`src/rtl/dds_phase_gen.sv`:
```
// dds_phase_gen: phase accumulator for a DDS waveform generator driving an
// external 4 x 256 waveform ROM.
//
// The frequency word and waveform select are only sampled at phase
// boundaries (a reload), so the output never glitches mid-period.
//
// Ports
//   clk       in   system clock, rising edge
//   rst       in   asynchronous active-high reset
//   k         in   8-bit frequency control word (zero-extended to ACC_W)
//   sw        in   one-hot waveform select: 0001 sine, 0010 square,
//                  0100 triangle, 1000 sawtooth
//   en        in   advance enable
//   phase_clr in   synchronous phase clear (forces a reload)
//   spo_in    in   ROM data, combinational from addr
//   addr      out  ROM address {waveform, phase[ACC_W-1 -: 8]}
//   dac_data  out  registered sample
//   wrap      out  one-cycle pulse per phase cycle
module dds_phase_gen #(
  parameter int unsigned ACC_W = 16
) (
  input  logic       clk,
  input  logic       rst,
  input  logic [7:0] k,
  input  logic [3:0] sw,
  input  logic       en,
  input  logic       phase_clr,
  input  logic [7:0] spo_in,
  output logic [9:0] addr,
  output logic [7:0] dac_data,
  output logic       wrap
);

  logic [ACC_W-1:0] acc_q, acc_d;
  logic [7:0]       k_act_q, k_act_d;
  logic [1:0]       sel_act_q, sel_act_d;
  logic [7:0]       dac_data_q, dac_data_d;
  logic             wrap_q, wrap_d;

  logic [ACC_W:0]   sum;
  logic             carry;
  logic             reload;
  logic             sw_valid;
  logic [1:0]       sw_sel;

  assign sum   = {1'b0, acc_q} + (ACC_W + 1)'(k_act_q);
  assign carry = sum[ACC_W];

  // k_act == 0 keeps reloading every cycle so a fresh nonzero k (e.g. right
  // after reset) is picked up without waiting for a wrap that never comes.
  assign reload = (en & carry) | phase_clr | (k_act_q == 8'd0);

  always_comb begin
    sw_valid = 1'b1;
    sw_sel   = 2'b00;
    unique case (sw)
      4'b0001: sw_sel = 2'b00;
      4'b0010: sw_sel = 2'b01;
      4'b0100: sw_sel = 2'b10;
      4'b1000: sw_sel = 2'b11;
      default: sw_valid = 1'b0;
    endcase
  end

  always_comb begin
    acc_d      = acc_q;
    k_act_d    = k_act_q;
    sel_act_d  = sel_act_q;
    dac_data_d = dac_data_q;
    // Clear wins over the carry: no wrap pulse for a cleared period.
    wrap_d     = en & carry & ~phase_clr;

    if (phase_clr) begin
      acc_d = '0;
    end else if (en) begin
      acc_d = sum[ACC_W-1:0];
    end

    if (en) begin
      dac_data_d = spo_in;
    end

    if (reload) begin
      k_act_d = k;
      if (sw_valid) begin
        sel_act_d = sw_sel;
      end
    end
  end

  always_ff @(posedge clk or posedge rst) begin
    if (rst) begin
      acc_q      <= '0;
      k_act_q    <= '0;
      sel_act_q  <= 2'b00;
      dac_data_q <= '0;
      wrap_q     <= 1'b0;
    end else begin
      acc_q      <= acc_d;
      k_act_q    <= k_act_d;
      sel_act_q  <= sel_act_d;
      dac_data_q <= dac_data_d;
      wrap_q     <= wrap_d;
    end
  end

  assign addr     = {sel_act_q, acc_q[ACC_W-1 -: 8]};
  assign dac_data = dac_data_q;
  assign wrap     = wrap_q;

endmodule

```
`config.mk`:
```
export PLATFORM = sky130hd
export DESIGN_NAME = dds_phase_gen
export DESIGN_NICKNAME = d
export VERILOG_FILES = /design/src/rtl/dds_phase_gen.sv
export SDC_FILE = /design/constraint.sdc
export NUM_CORES = 1
export LEC_CHECK = 0
export BUFFER_PORTS_ARGS = -buffer_cell sky130_fd_sc_hd__buf_2
export CAP_MARGIN = 25
export CELL_PAD_IN_SITES_DETAIL_PLACEMENT = 2
export CELL_PAD_IN_SITES_GLOBAL_PLACEMENT = 2
export CORE_UTILIZATION = 30
export CTS_BUF_LIST = sky130_fd_sc_hd__clkbuf_16
export CTS_CLUSTER_DIAMETER = 80
export DETAILED_ROUTE_END_ITERATION = 10
export GPL_ROUTABILITY_DRIVEN = 0
export PLACE_DENSITY = 0.71
export SLEW_MARGIN = 5
export SYNTH_ARGS = -nofsm -noshare
export SYNTH_HDL_FRONTEND = slang
export SYNTH_SLANG_ARGS = --single-unit
```
`constraint.sdc`:
```
create_clock -name clk -period 6.2 [get_ports clk]
set_clock_uncertainty 0.1 [all_clocks]
set_input_delay 0 -clock clk [delete_from_list [all_inputs] [get_ports clk]]
set_output_delay 0 -clock clk [all_outputs]
set_load 0.005 [all_outputs]
```
* After elaboration in Yosys (flattened, before gate mapping)
Index checks and enable logic that the tools add are counted. Widths: inputs -> output; s select.
Word-level totals: register bits 35, logic and storage cells 23
Operators by class: add/sub/neg operators 1, mux-type cells 4, eq/ne operators 4, reductions and logical operators 4, bitwise gates (word level) 5
Operators with widths (count):
- $mux 16 | 2
- $add 16x8->17 | 1
- $logic_not 8->1 | 1
- $pmux 2 s3 | 1
- $eq 4x1->1 const B | 1
- $eq 4x2->1 const B | 1
- $eq 4x3->1 const B | 1
- $eq 4x4->1 const B | 1
- $reduce_or 4->1 | 1
- $and 1x1->1 | 2
- $or 1x1->1 | 2
- $reduce_and 2->1 | 1
- $reduce_bool 2->1 | 1
- $mux 1 | 1
- $not 1->1 | 1

* Longest topological paths before layout
depth in word-level cells 5, gate-level depth with buffers 8

* Least setup slack after synthesis
No wires, ideal clock.
path type reg2reg, from reg acc_q[0], to reg k_act_q[0], library setup time 0.125 ns, stages on the path, launching flop included 8, arrival 2.026 ns, required time 5.975 ns, period minus slack after synthesis 2.251 ns, slack 3.949 ns, cells stage by stage dfrtp_1 > ha_1 > fa_1 > a211oi_2 > o211ai_4 > a31o_1 > buf_6 > mux2_4
On the way: cells in the longest elaborated chain, start to end 4
Ends and longest elaborated chain:
- start, declared | line 34 | logic [ACC_W-1:0] acc_q, acc_d;
- start signal, assigned | line 93 | acc_q <= '0;
- start signal, assigned | line 99 | acc_q <= acc_d;
- $add 16x8->17 | line 46 | assign sum = {1'b0, acc_q} + (ACC_W + 1)'(k_act_q);
- $and 1x1->1 | line 51 | assign reload = (en & carry) | phase_clr | (k_act_q == 8'd0);
- $or 1x1->1 (2 in series) | line 51
- end signal, assigned | line 100 | k_act_q <= k_act_d;
- end, declared | line 35 | logic [7:0] k_act_q, k_act_d;
Every way passes these cells. A chain may end at the register's enable or synchronous reset.

* Final worst setup path
from reg k_act_q[0], to reg sel_act_q[0]
On the way: cells in the longest elaborated chain, start to end 5, elaborated cells between the ends (all ways) 6, classes of those cells add/sub: 1; bitwise: 3; reduce/logical: 2
Ends and longest elaborated chain:
- $add 16x8->17 | line 46
- $and 1x1->1 | line 51
- $or 1x1->1 | line 51
- $or 1x1->1 (*) | line 51
- $reduce_and 2->1 (no line) (*)
- end signal, assigned | line 101 | sel_act_q <= sel_act_d;
- end, declared | line 36 | logic [1:0] sel_act_q, sel_act_d;
Mark *: on every way between the ends. The rest lies on a longest branch, timed or not.

==> results.txt <==
The worst slew margin relative to its limit came out at around 58%. In the layout the commonest cells are buf_2 (42), dfrtp_1 (35), dlygate4sd3_1 (20). The synthesis-stage register bit count is 35. The number of instances in the placed design is 277. The run finished with clean final reports.

The clock buffer count from CTS is 5. The clock network fraction of design power came out at between 40 and 50%. The final total negative setup slack is 0 ns. The DRC violation count after routing is 0. The clock tree synthesis step divided the H-tree into 2 levels. The Yosys step of the flow raised 0 warnings. By startpoint and endpoint, the worst setup path is classified as flop to flop.

Cell internal power was estimated by the tool at 577 uW. In the final layout, flip-flops and latches occupy 876 um^2. The final antenna-violating net count came out at 0.

The total iterations of the first detailed-routing run came out at 6. TritonCTS built the clock tree. The die covers 6890 um^2. The placeable core region is 6350 um^2. The finished layout holds 305 standard cells, fillers aside. The average cell area after synthesis is ~12 um^2. The largest voltage drop on the vdd net came out at 0.142 mV. The most used flip-flop cell after synthesis is dfrtp_1. In this run the cell area measured after placement is around 2200 um^2. Summed over all instances, the cell type with the most area after synthesis is dfrtp_1. The design draws roughly 800 uW.

The final wirelength is roughly 5300 um. The final count of pins violating max slew is 0. The logic gate share of total power is between 20% and 30%. During I/O placement, the number of pins put on the boundary was 43. The most frequent standard cell in the layout excluding fill and tap cells is buf_2. In the routed layout, each cell is associated on average with a via count of 5.04. The fraction of layout cells with a size suffix above 1 is approximately a third. The final layout contains 260 nets. The number of global-route vias before repair came out at 1687. After clock tree synthesis, the clock-pin slew on the worst setup and hold paths is around 0.060 ns. Dividing the detail-routed wire length by the instance count gives 17.5 um.

The analysis attributes to cell leakage a power of 0.00123 uW. The initial standard-cell utilization of the core came out at 31.0%. At the pin with the least slew margin, the transition time is ~0.63 ns. In the synthesized netlist the async set-or-reset flop fraction comes to 100%.

The highest clock frequency the design can meet came out at 351 MHz. The worst slack after detailed placement came out at approximately 3.7 ns. The synthesized design devotes to its leading area cell type 44.5% of total area. The cell area that synthesis handed to floorplanning was 1970 um^2. The reg-to-reg setup timing slack is 3.35 ns. Once the clock tree was built, the resizer swapped 0 gates to a different size. The cell count after synthesis came out at between 150 and 200.

The final hold violation count came out at 0. The startpoint of the worst register-to-register path is k_act_q[0]. The max-capacitance violation count came out at 0. The antenna cell count came out at 0. Buffers inserted to repair hold after CTS numbered 20. The number of sinks on the clock net is 35.

The number of placement rows came out at 29. The tightest min-delay check is of the primary input to flop type. The sum of overflow across all layers after global routing came out at 0. The number of cells on the worst hold path is 3. Buffers placed on the I/O ports in this run total 42.

The maximum number of pins on one net before global-route repair came out at 36. The total of endpoints with negative setup slack in the final report is 0. The time the final worst path needs with I/O delays and setup is 2.85 ns. The synthesized netlist contains 42 unique library cells.

The power density normalized to cell area is 309 nW/um^2. The floorplan step set the die width to about 83 um. The area added between synthesis and finish is 31.2%.

The cell count of the worst reg-to-reg path came out at 8. The first-pass GRT wire length came out at 8910 um. The count of vias placed by the detailed router came out at 1536. The cell sitting at the root of the clock tree is a clkbuf_16. After layout, the worst path uses 46.0% of the clock period. In the final layout, the multi-input gates occupy 996 um^2. The initial antenna violation count was 0. The power spent charging and discharging nets is approximately 220 uW. After routing the design area is 2580 um^2. For the worst-skew pair, the clock arrives at the later sink with an insertion delay of 0.28 ns.

Sequential cells account for 34.1% of the total power. The path with the worst hold slack has its endpoint at sel_act_q[1]. The sequential fraction of the synthesis area came out at 44.5%. The worst hold path begins at sw[2]. The global router's overall resource usage is approximately 17%. The maximum count of clock buffers along a single path is 2. The final worst setup slack is 3.35 ns.

The worst setup path is launched from a flop. The switching part of the total power is between 20% and 30%. The sum of net half-perimeters after detailed placement is 3520 um. The required time reported for the critical path endpoint came out at 6.32 ns. The violation count after the first detailed-route iteration came out at 37. Ranked by total cell area, the synthesized netlist is headed by dfrtp_1 (45%), mux2_4 (6.1%), mux2_2 (5.1%). In this run the vertical extent of the chip is 83.0 um.

The count of fill cells added during filler insertion came out at 666. The number of setup buffers added after CTS is 0. In this run the worst path has a maximum fanout of 7. The capturing point of the worst reg2reg path is sel_act_q[0]. The sort of element at the end of the critical path is a flop. Data on the critical path arrives at its endpoint at 2.97 ns. The number of flops mapped to enable cells by yosys is 0. The number of nets handed over by synthesis was 204. Setup repair after global routing left no endpoint under its margin.
==> logic make-up (layout without fill, tap and decap cells) <==
| kind of cell | after synthesis | after routing | share of synthesized area [%] |
|---|---|---|---|
| and+or+nand+nor | 41 | 41 | 10.5 |
| xor gates and xnor gates | 16 | 16 | 7.12 |
| muxes | 22 | 22 | 13.8 |
| DFF | 35 | 35 | 44.5 |
| adders and majority gates | 9 | 9 | 6.10 |
| buffers and inverters | 15 | 72 | 4.89 |
| AOI/OAI and AO/OA | 33 | 33 | 13.1 |
==> power groups by stage <==
stage               logic (uW)  registers, uW  clock network, uW
floorplan                  135            271                  0
global placement           177            276                  0
detailed placement         184            276                  0
CTS                        199            272                335
global route               219            275                342
finish                     197            272                329
==> worst max-delay path, stage by stage (launching register included) <==
cell	delay (ns)
dfrtp_1	0.40
ha_1	0.24
fa_1	0.45
a211oi_2	0.33
o211ai_4	0.15
a31oi_1	0.35
o41ai_2	0.13
o41ai_1	0.07
dlygate4sd3_1	0.58
==> metal layers <==
metal,part of all wire [%],vias up,track usage (%)
met4,0.79,0,4.08
met1,42,783,19.6
li1,-,721,-
met5,0,-,0
met2,54,27,30.2
met3,3.2,5,3.68
==> flip-flops by register name, indices dropped and copies added (netlist names) <==
signal / flops
k_act_q: 8
dac_data: 8
sel_act_q: 2
wrap: 1
acc_q: 16
==> cell type report <==
| cell class | instances | share of cell area, % |
|---|---|---|
| multi-input combinational | 121 | 38.6 |
| tap | 77 | 3.73 |
| timing repair buffer | 63 | 16.2 |
| clock buffer | 5 | 4.84 |
| sequential | 35 | 33.9 |
| inverter | 1 | 0.145 |
| clock inverter | 3 | 2.62 |
==> through the flow <==
stage               util (%)  hold WS [ns]
floorplan                  -      -0.00438
CTS                     40.7       0.00653
detailed placement      34.5        0.0511
global route            40.7        0.0357
finish                  40.7        0.0110
global placement        34.5        0.0332
==> worst max path at each step <==
stage	startpoint	end	cells past startpoint
finish	k_act_q[0]	sel_act_q[0]	8
global route	k_act_q[0]	sel_act_q[0]	8
CTS	k_act_q[0]	sel_act_q[0]	8
detailed placement	k_act_q[0]	k_act_q[3]	6
global placement	k_act_q[0]	k_act_q[0]	6
floorplan	acc_q[0]	k_act_q[0]	7
==> synthesized netlist by cell type, types with 2 or more instances <==
cell	n
nor4_1	2
xnor2_1	10
a21oi_1	7
nand4_1	2
o21ai_0	3
buf_4	8
and4_4	2
mux2_2	9
xor2_1	6
nand3_1	5
nand2b_1	3
nand2_1	4
ha_1	8
clkbuf_1	2
mux2_4	8
nor2_1	17
a31oi_1	3
a211oi_1	4
dfrtp_1	35
mux2i_1	5
buf_2	2
nor3_1	2
a21o_1	4
o21a_1	2
Note: power is estimated with default switching activity, not from simulation.
